===== config.mk =====
export PLATFORM = sky130hd
export DESIGN_NAME = ps2_rx_frontend
export DESIGN_NICKNAME = d
export VERILOG_FILES = /design/src/rtl/ps2_rx_frontend.sv
export SDC_FILE = /design/constraint.sdc
export NUM_CORES = 1
export LEC_CHECK = 0
export CORE_MARGIN = 3
export CORE_UTILIZATION = 31
export DETAILED_ROUTE_END_ITERATION = 10
export MAX_ROUTING_LAYER = met4
export PLACE_DENSITY = 0.5
export SYNTH_ARGS = -nofsm -noshare
export SYNTH_HDL_FRONTEND = slang
export SYNTH_SLANG_ARGS = --single-unit
export TNS_END_PERCENT = 30

===== constraint.sdc =====
create_clock -name clk_i -period 3.3 [get_ports clk_i]
set_input_delay 0.99 -clock clk_i [delete_from_list [all_inputs] [get_ports clk_i]]
set_output_delay 0.99 -clock clk_i [all_outputs]
set_load 0.01 [all_outputs]

===== src/rtl/ps2_rx_frontend.sv =====
// PS/2 device-to-host receiver: synchroniser, glitch filter, frame FSM, FWFT byte FIFO, clock inhibit.
// Optional macro PS2_RX_TIMEOUT_EN aborts frames that stall for TimeoutCycles clk_i cycles.
module ps2_rx_frontend #(
    parameter int unsigned FifoDepth     = 8,
    parameter int unsigned FilterLen     = 4,
    parameter int unsigned TimeoutCycles = 50000
) (
    input  logic       clk_i,
    input  logic       rst_ni,
    input  logic       ps2_clk_i,
    input  logic       ps2_dat_i,
    output logic       ps2_clk_oe_o,
    output logic [7:0] data_o,
    output logic       valid_o,
    input  logic       ready_i,
    output logic       parity_err_o,
    output logic       frame_err_o,
    output logic       overflow_o
);
    localparam int unsigned    PtrW   = (FifoDepth > 1) ? $clog2(FifoDepth) : 1;
    localparam int unsigned    CntW   = PtrW + 1;
    localparam int unsigned    FltW   = (FilterLen > 1) ? $clog2(FilterLen) : 1;
    localparam logic [FltW-1:0] FltMax = FltW'(FilterLen - 1);
    localparam logic [CntW-1:0] Full   = CntW'(FifoDepth);

    if (FifoDepth < 2 || (FifoDepth & (FifoDepth - 1)) != 0 || FilterLen < 1 || TimeoutCycles < 1)
    begin : g_param_check
        $error("ps2_rx_frontend: illegal parameter value");
    end

    typedef enum logic [1:0] {StIdle, StData, StParity, StStop} state_e;

    // Index 0 carries the PS/2 clock, index 1 the PS/2 data.
    logic [1:0]           meta_q, sync_q, filt_q, filt_d;
    logic [1:0][FltW-1:0] fcnt_q, fcnt_d;
    logic                 prev_clk_q;
    logic                 strobe, bit_in, timeout;

    state_e               state_q, state_d;
    logic [2:0]           bitcnt_q, bitcnt_d;
    logic [7:0]           shift_q, shift_d;
    logic                 ok_q, ok_d;

    logic                 stop_hit, push, pop, full, wr_en;
    logic [PtrW-1:0]      wr_ptr_q, wr_ptr_d, rd_ptr_q, rd_ptr_d;
    logic [CntW-1:0]      count_q, count_d;
    logic [7:0]           mem_q [FifoDepth];
    logic                 oe_q, oe_d;
    logic                 parity_err_q, parity_err_d;
    logic                 frame_err_q, frame_err_d;
    logic                 overflow_q, overflow_d;

    always_comb begin
        filt_d = filt_q;
        fcnt_d = fcnt_q;
        for (int unsigned i = 0; i < 2; i++) begin
            if (sync_q[i] == filt_q[i]) begin
                fcnt_d[i] = '0;
            end else if (fcnt_q[i] == FltMax) begin
                filt_d[i] = sync_q[i];
                fcnt_d[i] = '0;
            end else begin
                fcnt_d[i] = fcnt_q[i] + 1'b1;
            end
        end
    end

    assign strobe = prev_clk_q & ~filt_q[0];
    assign bit_in = filt_q[1];

    always_comb begin
        state_d = state_q;
        if (timeout) begin
            state_d = StIdle;
        end else if (strobe) begin
            case (state_q)
                StIdle:   if (!bit_in) state_d = StData;
                StData:   if (bitcnt_q == 3'd7) state_d = StParity;
                StParity: state_d = StStop;
                default:  state_d = StIdle;
            endcase
        end
    end

    always_comb begin
        bitcnt_d = bitcnt_q;
        shift_d  = shift_q;
        ok_d     = ok_q;
        if (timeout) begin
            bitcnt_d = '0;
            shift_d  = '0;
        end else if (strobe) begin
            case (state_q)
                StIdle:   bitcnt_d = '0;
                StData: begin
                    shift_d  = {bit_in, shift_q[7:1]};
                    bitcnt_d = bitcnt_q + 1'b1;
                end
                StParity: ok_d = ^{shift_q, bit_in};
                default:  ;
            endcase
        end
    end

    always_comb begin
        stop_hit     = strobe && (state_q == StStop);
        push         = stop_hit && bit_in && ok_q;
        parity_err_d = stop_hit && bit_in && !ok_q;
        frame_err_d  = (stop_hit && !bit_in) || timeout;
    end

`ifdef PS2_RX_TIMEOUT_EN
    localparam int unsigned    ToW    = $clog2(TimeoutCycles + 1);
    localparam logic [ToW-1:0] ToLast = ToW'(TimeoutCycles - 1);
    logic [ToW-1:0] to_cnt_q, to_cnt_d;

    always_comb begin
        to_cnt_d = to_cnt_q + 1'b1;
        timeout  = 1'b0;
        if (strobe || state_q == StIdle) begin
            to_cnt_d = '0;
        end else if (to_cnt_q == ToLast) begin
            timeout  = 1'b1;
            to_cnt_d = '0;
        end
    end

    always_ff @(posedge clk_i or negedge rst_ni) begin
        if (!rst_ni) to_cnt_q <= '0;
        else         to_cnt_q <= to_cnt_d;
    end
`else
    assign timeout = 1'b0;
`endif

    // A push into a full FIFO still lands when the same cycle pops.
    always_comb begin
        valid_o    = (count_q != '0);
        pop        = valid_o && ready_i;
        full       = (count_q == Full);
        wr_en      = push && (!full || pop);
        overflow_d = push && full && !pop;
        wr_ptr_d   = wr_en ? wr_ptr_q + 1'b1 : wr_ptr_q;
        rd_ptr_d   = pop ? rd_ptr_q + 1'b1 : rd_ptr_q;
        case ({wr_en, pop})
            2'b10:   count_d = count_q + 1'b1;
            2'b01:   count_d = count_q - 1'b1;
            default: count_d = count_q;
        endcase
        oe_d = (count_d == Full);
    end

    always_ff @(posedge clk_i) begin
        if (wr_en) mem_q[wr_ptr_q] <= shift_q;
    end

    always_ff @(posedge clk_i or negedge rst_ni) begin
        if (!rst_ni) begin
            meta_q       <= '1;
            sync_q       <= '1;
            filt_q       <= '1;
            fcnt_q       <= '0;
            prev_clk_q   <= 1'b1;
            state_q      <= StIdle;
            bitcnt_q     <= '0;
            shift_q      <= '0;
            ok_q         <= 1'b0;
            wr_ptr_q     <= '0;
            rd_ptr_q     <= '0;
            count_q      <= '0;
            oe_q         <= 1'b0;
            parity_err_q <= 1'b0;
            frame_err_q  <= 1'b0;
            overflow_q   <= 1'b0;
        end else begin
            meta_q       <= {ps2_dat_i, ps2_clk_i};
            sync_q       <= meta_q;
            filt_q       <= filt_d;
            fcnt_q       <= fcnt_d;
            prev_clk_q   <= filt_q[0];
            state_q      <= state_d;
            bitcnt_q     <= bitcnt_d;
            shift_q      <= shift_d;
            ok_q         <= ok_d;
            wr_ptr_q     <= wr_ptr_d;
            rd_ptr_q     <= rd_ptr_d;
            count_q      <= count_d;
            oe_q         <= oe_d;
            parity_err_q <= parity_err_d;
            frame_err_q  <= frame_err_d;
            overflow_q   <= overflow_d;
        end
    end

    assign data_o       = valid_o ? mem_q[rd_ptr_q] : '0;
    assign ps2_clk_oe_o = oe_q;
    assign parity_err_o = parity_err_q;
    assign frame_err_o  = frame_err_q;
    assign overflow_o   = overflow_q;
endmodule


== Word-level counts from Yosys, hierarchy flattened ==
Memories as Yosys holds them, arrays and structs flattened.
Index checks and enable logic that the tools add are counted.
Operators by class
  mux-type cells: 12
  add/sub/neg operators: 7
  bitwise gates (word level): 4
  multipliers: 0
  divide/modulo/power cells: 0
  $lt $le $gt $ge: 0
  equal/unequal tests: 14
  shift operators: 0
  reductions and logical operators: 24
Operator list (number)
  2-bit 2-to-1 mux: 6
  2-bit == test, second input constant: 5
  2-bit AND reduction: 5
  3-bit by 1-bit adder with 3-bit output, second input constant: 3
  1-bit logical AND: 9
  9-bit XOR reduction: 1
  4-bit == test, second input constant: 2
  8-bit 2-to-1 mux: 1
  4-bit case mux with 2 select lines: 1
  2-bit case mux with 3 select lines: 1
  3-bit case mux with 2 select lines: 1
  2-bit by 1-bit adder with 2-bit output, second input constant: 2
  4-bit by 1-bit adder with 4-bit output, second input constant: 1
  2-bit by 1-bit == test with 1-bit output, second input constant: 2
  1-bit zero test: 4
  2-bit != test, second input constant: 2
  4-bit nonzero test: 1
  4-bit by 1-bit subtractor with 4-bit output, second input constant: 1
  3-bit == test, second input constant: 1
  1-bit NOT: 3
  3-bit AND reduction: 1
  1-bit == test: 2
  2-bit zero test: 1
  1-bit 2-to-1 mux: 2
  3 further kinds: 3
Word-level totals
  output and inout port bits: 13
  flip-flop bits (word level): 39
  input bits: 5
  bits in read-only memories: 0
  memories kept: 1
  bits in latches: 0
  bits in writable memories: 64
  word-level logic and storage cells: 80
Memories
  mem_q: words 8, bits a word 8, rd ports 1, clocked after Yosys merged registers in 0, wr ports 1, line 47  | logic [7:0] mem_q [FifoDepth];

== Depth between registers and ports, before layout ==
Gate-level depths: netlist of the first run.
  word-level depth: 9
  depth in mapped cells: 9
  depth with buffers taken out: 9

== Least setup slack after synthesis of the first run ==
OpenSTA, ideal clock, no wires.
  path kind: register to output
  from: register rd_ptr_q[0]
  to: output data_o[0]
  path buffers: 2
  arrival time: 1614 ps
  slack: 696 ps
  stages on the path, launching flop included: 6
  required time: 2310 ps
  cell sequence: dfrtp_1 buf_2 buf_2 mux4_2 mux2i_1 nor2_1
On the way
  word-level cells in the longest chain between the ends: 2
Ends and longest elaborated chain
  from (decl): line 45  | logic [PtrW-1:0] wr_ptr_q, wr_ptr_d, rd_ptr_q, rd_ptr_d;
  from (signal assigned): line 186  | rd_ptr_q <= rd_ptr_d;
  memory read 8 x 8 bit
  8-bit 2-to-1 mux: line 195  | assign data_o = valid_o ? mem_q[rd_ptr_q] : '0;
  to (decl): line 13  | output logic [7:0] data_o,
No other way between the ends.

== Final worst setup path of the first run ==
  from: register rd_ptr_q[0]
  to: output data_o[2]
The elaborated chain is that of the path after synthesis.

==> flow_summary.json, run 1 <==
{
  "cts.path.max_buffers": 2,
  "switching_share_pct": 31.43,
  "vias_per_cell": 4.564,
  "status": "finished, final reports clean",
  "drive_gt1_share_pct": 24.15,
  "p_sw_w": 0.001269,
  "critPathKind": "reg2out",
  "min_period_over_period_pct": 95.30,
  "stdcell_count": 470,
  "synth_seq_cells": 103,
  "num_rows": 42,
  "power_w": 0.004037,
  "clk_latency_ns": 0.35,
  "holdPathStages": 0,
  "dp_hpwl_um": 4844,
  "finalNetCount": 305,
  "numCtsBuffers": 9,
  "firstDrtPassIters": 6,
  "synth_cells": 254,
  "place.gp.congestion": 0.6939,
  "synthArstFlopShare_pct": 37.86,
  "min_to": "sync_q[1]$_DFF_PN1_",
  "io_buffer_count": 17,
  "start_util_pct": 31.89,
  "synth_ff_type": "edfxtp_1",
  "totalWireLength_um": 7257,
  "crit_required_ns": 2.31,
  "ff2ff_path_depth": 8,
  "dpl.cell_count": 453,
  "grt_pass1_vias": 2265,
  "combPwrFrac_pct": 28.3,
  "multi_input_area_mm2": 0.001285,
  "pre_cts_ws_ns": 0.3275,
  "setup_viol": 0,
  "syn_to_final_growth_pct": 19.09,
  "grt_pass1_wl_um": 12040,
  "path_cells": "buf_12 -> mux4_2 -> mux2i_1 -> nor2_1 -> clkdlybuf4s50_1",
  "rr_endpoint": "ps2_clk_oe_o$_DFF_PN0_",
  "grt_max_degree": 40,
  "n_fill_cell": 1240,
  "grt_overflow_total": 0,
  "clkPwrFrac_pct": 26.8,
  "tns_ns": 0,
  "drt_iter0_drc": 171,
  "yosysWarnings": 0,
  "synth_nets": 270,
  "antennaDiodeCount": 0,
  "clock-sinks": 103,
  "dieHeight_um": 123.0,
  "io_pins": 18,
  "wl_per_cell_um": 15.44,
  "fin_ws_ns": 0.1551,
  "hold_start": "meta_q[1]$_DFF_PN1_",
  "avgSynthCellArea_um2": 16.69,
  "vdd_drop_max_mv": 0.3404,
  "rsz0062_at_grt": "no",
  "pwr-share-seq_pct": 44.9,
  "clock_skew_ns": 0.01249,
  "regArea_mm2": 0.002908,
  "timing.fmax_mhz": 318.0,
  "regToRegStartpoint": "count_q[2]$_DFF_PN0_",
  "grt_antenna_before_repair": 0,
  "hold_viol": 0,
  "power.density_mw_per_mm2": 799.3,
  "die_w_um": 123.0,
  "final.min_clock_period_ns": 3.145,
  "worstPathArrival_ns": 2.15,
  "coreArea_mm2": 0.01330,
  "tightest_slew_ns": 0.8942,
  "grt_usage_pct": 10.87,
  "p_int_w": 0.002768,
  "critical-path-slowest-cell": "mux4_2",
  "max_stage_delay_ns": 0.52,
  "die_area_mm2": 0.01512,
  "maxSlewHeadroom_pct": 40.39,
  "cts_tree": "built",
  "via_count": 2145,
  "cp-end-kind": "output pin",
  "ys_seq_area_share_pct": 68.55,
  "whs_ns": 0.3572,
  "ff2ff_setup_slack_ns": 1.05,
  "p_leak_nw": 1.853,
  "synthDistinctLibCells": 34,
  "cts_root_buffer": "clkbuf_16",
  "cts_setup_buffers": 0,
  "synth_area_mm2": 0.004240,
  "drt.antenna.violating_nets": 0,
  "worstPathMaxFanout": 9,
  "maxCapViolCount": 0,
  "final_max_slew_viol_count": 0,
  "hp-class": "reg2reg",
  "cts.htree.levels": 3,
  "clk_pin_slew_ns": 0.08,
  "drc_errors": 0,
  "crit_path_start_kind": "register",
  "synth_edf_count": 64,
  "hold_buffers": 0
}
==> through the flow <==
step | util, % | area (µm²)
after global routing | 37.98 | 5050
after CTS | 37.78 | 5024
final | 37.98 | 5050
after detailed placement | 35.42 | 4710
after floorplan | - | 4240
after global placement | 35.42 | 4710
==> cells in the final DEF, fill, tap and decap left out, types with 5 or more instances in the layout <==
cell             count
edfxtp_1            64
dfrtp_1             31
nor2_1              18
nand2_1             17
mux4_2              16
clkdlybuf4s50_1     16
xnor2_1             14
buf_4               13
mux2_2              11
ha_1                11
mux2i_1             10
clkbuf_16           10
nor3_1               7
dfstp_2              7
nor2b_1              5
==> state kept, by name (all words and copies together), names as in the netlist <==
register	count
meta_q	2
ok_q	1
rd_ptr_q	3
prev_clk_q	1
filt_q	2
frame_err_o	1
parity_err_o	1
overflow_o	1
shift_q	8
sync_q	2
count_q	4
fcnt_q	4
mem_q	64
ps2_clk_oe_o	1
wr_ptr_q	3
bitcnt_q	3
state_q	2
==> power groups by stage <==
| stage | sequential [W] | combinational, W | clock, W |
|---|---|---|---|
| final | 0.00181 | 0.00114 | 0.00108 |
| after global routing | 0.00185 | 0.00127 | 0.00117 |
| after CTS | 0.00181 | 0.00115 | 0.00111 |
| after global placement | 0.00183 | 0.00113 | 0 |
| after floorplan | 0.00173 | 0.000838 | 0 |
| after detailed placement | 0.00184 | 0.00115 | 0 |
==> cell families (layout without fill, tap and decap cells) <==
| group | count (synthesis) | after routing | share of synthesized area [%] |
|---|---|---|---|
| DFF | 103 | 103 | 68.55 |
| and+or+nand+nor | 59 | 59 | 6.668 |
| xor gates and xnor gates | 17 | 17 | 3.512 |
| muxes | 38 | 38 | 14.05 |
| adders and majority gates | 11 | 11 | 3.246 |
| buffers and inverters | 12 | 52 | 1.150 |
| AOI/OAI and AO/OA | 14 | 14 | 2.833 |
==> worst max path at each step <==
stage / startpoint / slack, ns / cells past startpoint / endpoint
final: rd_ptr_q[0]$_DFFE_PN0N_ / 0.16 / 5 / data_o[2]
after global routing: rd_ptr_q[0]$_DFFE_PN0N_ / 0.02 / 5 / data_o[4]
after CTS: rd_ptr_q[0]$_DFFE_PN0N_ / 0.07 / 5 / data_o[2]
after detailed placement: ready_i / 0.33 / 9 / ps2_clk_oe_o$_DFF_PN0_
after global placement: ready_i / 0.39 / 9 / ps2_clk_oe_o$_DFF_PN0_
after floorplan: rd_ptr_q[0]$_DFFE_PN0N_ / 0.70 / 5 / data_o[0]
==> critical path: cells and delay by family, from the launching register on <==
kind | cells | cell delay, ns
multiplexers | 2 | 0.67
buffers and inverters | 2 | 0.64
AND/OR/NAND/NOR | 1 | 0.06
flip-flops | 1 | 0.43
==> layout make-up <==
class,count,area share (%)
Clock inverter,7,1.759
Inverter,4,0.2973
Sequential cell,103,57.58
Tap cell,176,4.361
Clock buffer,9,4.460
Multi-Input combinational cell,139,25.45
Timing Repair Buffer,32,6.095
==> per-layer routing <==
layer / track usage [%] / vias to the layer above / share of wire, %
li1: - / 1028 / -
met1: 14.28 / 1081 / 49
met2: 16.95 / 27 / 47
met3: 2.196 / 9 / 2.3
met4: 3.779 / 0 / 1.5
met5: - / - / 0
==> synth_stat cells, drive strengths merged (3+ instances only) <==
cell type,number,area [µm²]
ha,11,137.6
nor2,18,67.56
mux2i,10,100.1
nand2b,4,25.02
xor2,3,26.28
mux4,16,360.4
edfxtp,64,1922
mux2,12,135.1
dfrtp,32,800.8
inv,4,15.01
nand2,17,63.81
nor3,7,35.03
buf,4,18.76
clkbuf,4,15.01
xnor2,14,122.6
o21ai,5,25.02
dfstp,7,183.9
nor2b,5,31.28
==> what timing repair did <==
item	4_1_cts	5_1_grt
hold endpoints to repair	0	0
resized for setup	0	1
setup endpoints to repair	0	2
(Power assumes the default switching activity.)
==> run 2: changes to the inputs <==
CORE_UTILIZATION = 35   (was 31)
PLACE_DENSITY = 0.55   (was 0.5)
==> flow_summary.json, run 2 (synthesis gave the netlist of run 1 again) <==
{
  "status": "finished, final reports clean",
  "io_pins": 18,
  "highest_layer": "met4",
  "place.gp.congestion": 0.7402,
  "min_period_over_period_pct": 95.71,
  "place_area_mm2": 0.004681,
  "power.density_mw_per_mm2": 789.7,
  "drt.antenna.violating_nets": 0,
  "dieHeight_um": 116.1,
  "rr_endpoint": "ps2_clk_oe_o$_DFF_PN0_",
  "ff2ff_setup_slack_ns": 1.04,
  "grt_usage_pct": 11.80,
  "dr_wl_met3_um": 106,
  "tns_ns": 0,
  "clock-sinks": 103,
  "grt_pass1_vias": 2154,
  "coreArea_mm2": 0.01161,
  "p_leak_nw": 1.825,
  "final_max_slew_viol_count": 0,
  "setup_viol": 0,
  "grt_pass1_wl_um": 11520,
  "timing.fmax_mhz": 316.6,
  "vdd_drop_max_mv": 0.2514,
  "cts.path.max_buffers": 2,
  "syn_to_final_growth_pct": 17.08,
  "drc_errors": 0,
  "top_register": "mem_q",
  "firstDrtPassIters": 4,
  "hold_viol": 0,
  "regToRegStartpoint": "count_q[2]$_DFF_PN0_",
  "die_w_um": 116.1,
  "grt_antenna_before_repair": 0,
  "antennaDiodeCount": 0,
  "final_cell_mix": "edfxtp_1 (64), dfrtp_1 (32), nor2_1 (18)",
  "vias_per_cell": 4.862,
  "grt_overflow_total": 0,
  "worstPathMaxFanout": 18,
  "die_area_mm2": 0.01347,
  "final_area_mm2": 0.004965,
  "io_buffer_count": 17,
  "top_regs": "mem_q (64), shift_q (8)",
  "cts_root_buffer": "clkbuf_16",
  "largest_reg_flops": 64,
  "clk_pin_slew_ns": 0.07,
  "cts.htree.levels": 3,
  "grt_max_degree": 40,
  "final_common_cell": "edfxtp_1",
  "via_count": 2120,
  "n_fill_cell": 1040,
  "drive_gt1_share_pct": 23.21,
  "cp-startpoint": "rd_ptr_q[0]$_DFFE_PN0N_",
  "cp-end-kind": "output pin",
  "hold_buffers": 0,
  "maxSlewHeadroom_pct": 41.52,
  "start_util_pct": 36.51,
  "dp_hpwl_um": 4624,
  "wl_met2_um": 3463,
  "tightest_slew_ns": 0.8772,
  "cts_setup_buffers": 0,
  "totalWireLength_um": 6961,
  "cts_tree": "built",
  "cts_resized": 0,
  "finalNetCount": 304,
  "worstPathArrival_ns": 2.17,
  "critPathKind": "reg2out",
  "crit_required_ns": 2.31,
  "drt_iter0_drc": 127,
  "crit_path_start_kind": "register",
  "num_rows": 39,
  "ff2ff_path_depth": 8,
  "final.min_clock_period_ns": 3.158,
  "clk_latency_ns": 0.34,
  "setup.worst_path.end": "data_o[7]",
  "clock_skew_ns": 0.005835,
  "maxCapViolCount": 0,
  "wl_met1_um": 3269,
  "wl_per_cell_um": 15.97,
  "rsz0062_at_grt": "no",
  "hp-class": "reg2reg",
  "numCtsBuffers": 9
}
[run 2: cell types whose count changed in the layout (fill, tap and decap cells not counted), moves of 2 or more]
cell        delta
clkinv_8       -2
inv_6          -2
clkinvlp_4     +2
clkinv_4       +2
[run 2: layer usage]
metal / track usage [%] / up-vias
met5: - / -
met4: 5.336 / 0
met3: 1.880 / 8
met2: 18.49 / 19
met1: 15.17 / 1068
li1: - / 1025
[run 2: how the worst min path moves through the flow]
stage	startpoint	endpoint	slack, ns	depth (start not counted)
after CTS	meta_q[1]$_DFF_PN1_	sync_q[1]$_DFF_PN1_	0.36	0
after global routing	meta_q[1]$_DFF_PN1_	sync_q[1]$_DFF_PN1_	0.36	0
after global placement	meta_q[1]$_DFF_PN1_	sync_q[1]$_DFF_PN1_	0.35	0
after floorplan	meta_q[0]$_DFF_PN1_	sync_q[0]$_DFF_PN1_	0.35	0
after detailed placement	meta_q[1]$_DFF_PN1_	sync_q[1]$_DFF_PN1_	0.35	0
final	meta_q[1]$_DFF_PN1_	sync_q[1]$_DFF_PN1_	0.36	0
[run 2: layout make-up]
cell class	instances	area [µm²]	share of cell area, %
Multi-Input combinational cell	139	1285	25.88
Clock inverter	6	55.05	1.109
Inverter	4	15.01	0.3024
Sequential cell	103	2907	58.54
Clock buffer	10	229.0	4.612
Tap cell	143	178.9	3.604
Timing Repair Buffer	31	295.3	5.948
[run 2: worst max-delay path, cell delays in order (launching register included)]
cell,delay (ns)
dfrtp_1,0.37
buf_12,0.20
mux4_2,0.52
mux2i_1,0.21
nor2_1,0.06
clkdlybuf4s50_1,0.48
[run 2: through the flow]
| stage | setup WS, ns | util [%] | power [W] | hold WS [ns] | std cells |
|---|---|---|---|---|---|
| 6_report | 0.1416 | 42.75 | 0.003921 | 0.3566 | 436 |
| 5_1_grt | 0.01848 | 42.75 | 0.004178 | 0.3597 | 436 |
| 4_1_cts | 0.07512 | 42.75 | 0.003983 | 0.3573 | 436 |
| 3_5_place_dp | 0.3473 | 40.30 | 0.002974 | 0.3472 | 420 |
| 3_3_place_gp | 0.3905 | 40.30 | 0.002956 | 0.3463 | 420 |
| 2_1_floorplan | 0.6964 | - | 0.002565 | 0.3452 | 254 |
[run 2: power breakdown]
part           switching, W  leakage (nW)  internal [W]  total [W]
registers          0.000230          1.05       0.00158    0.00181
clock network      0.000476         0.133      0.000525    0.00100
logic              0.000488         0.642      0.000625    0.00111
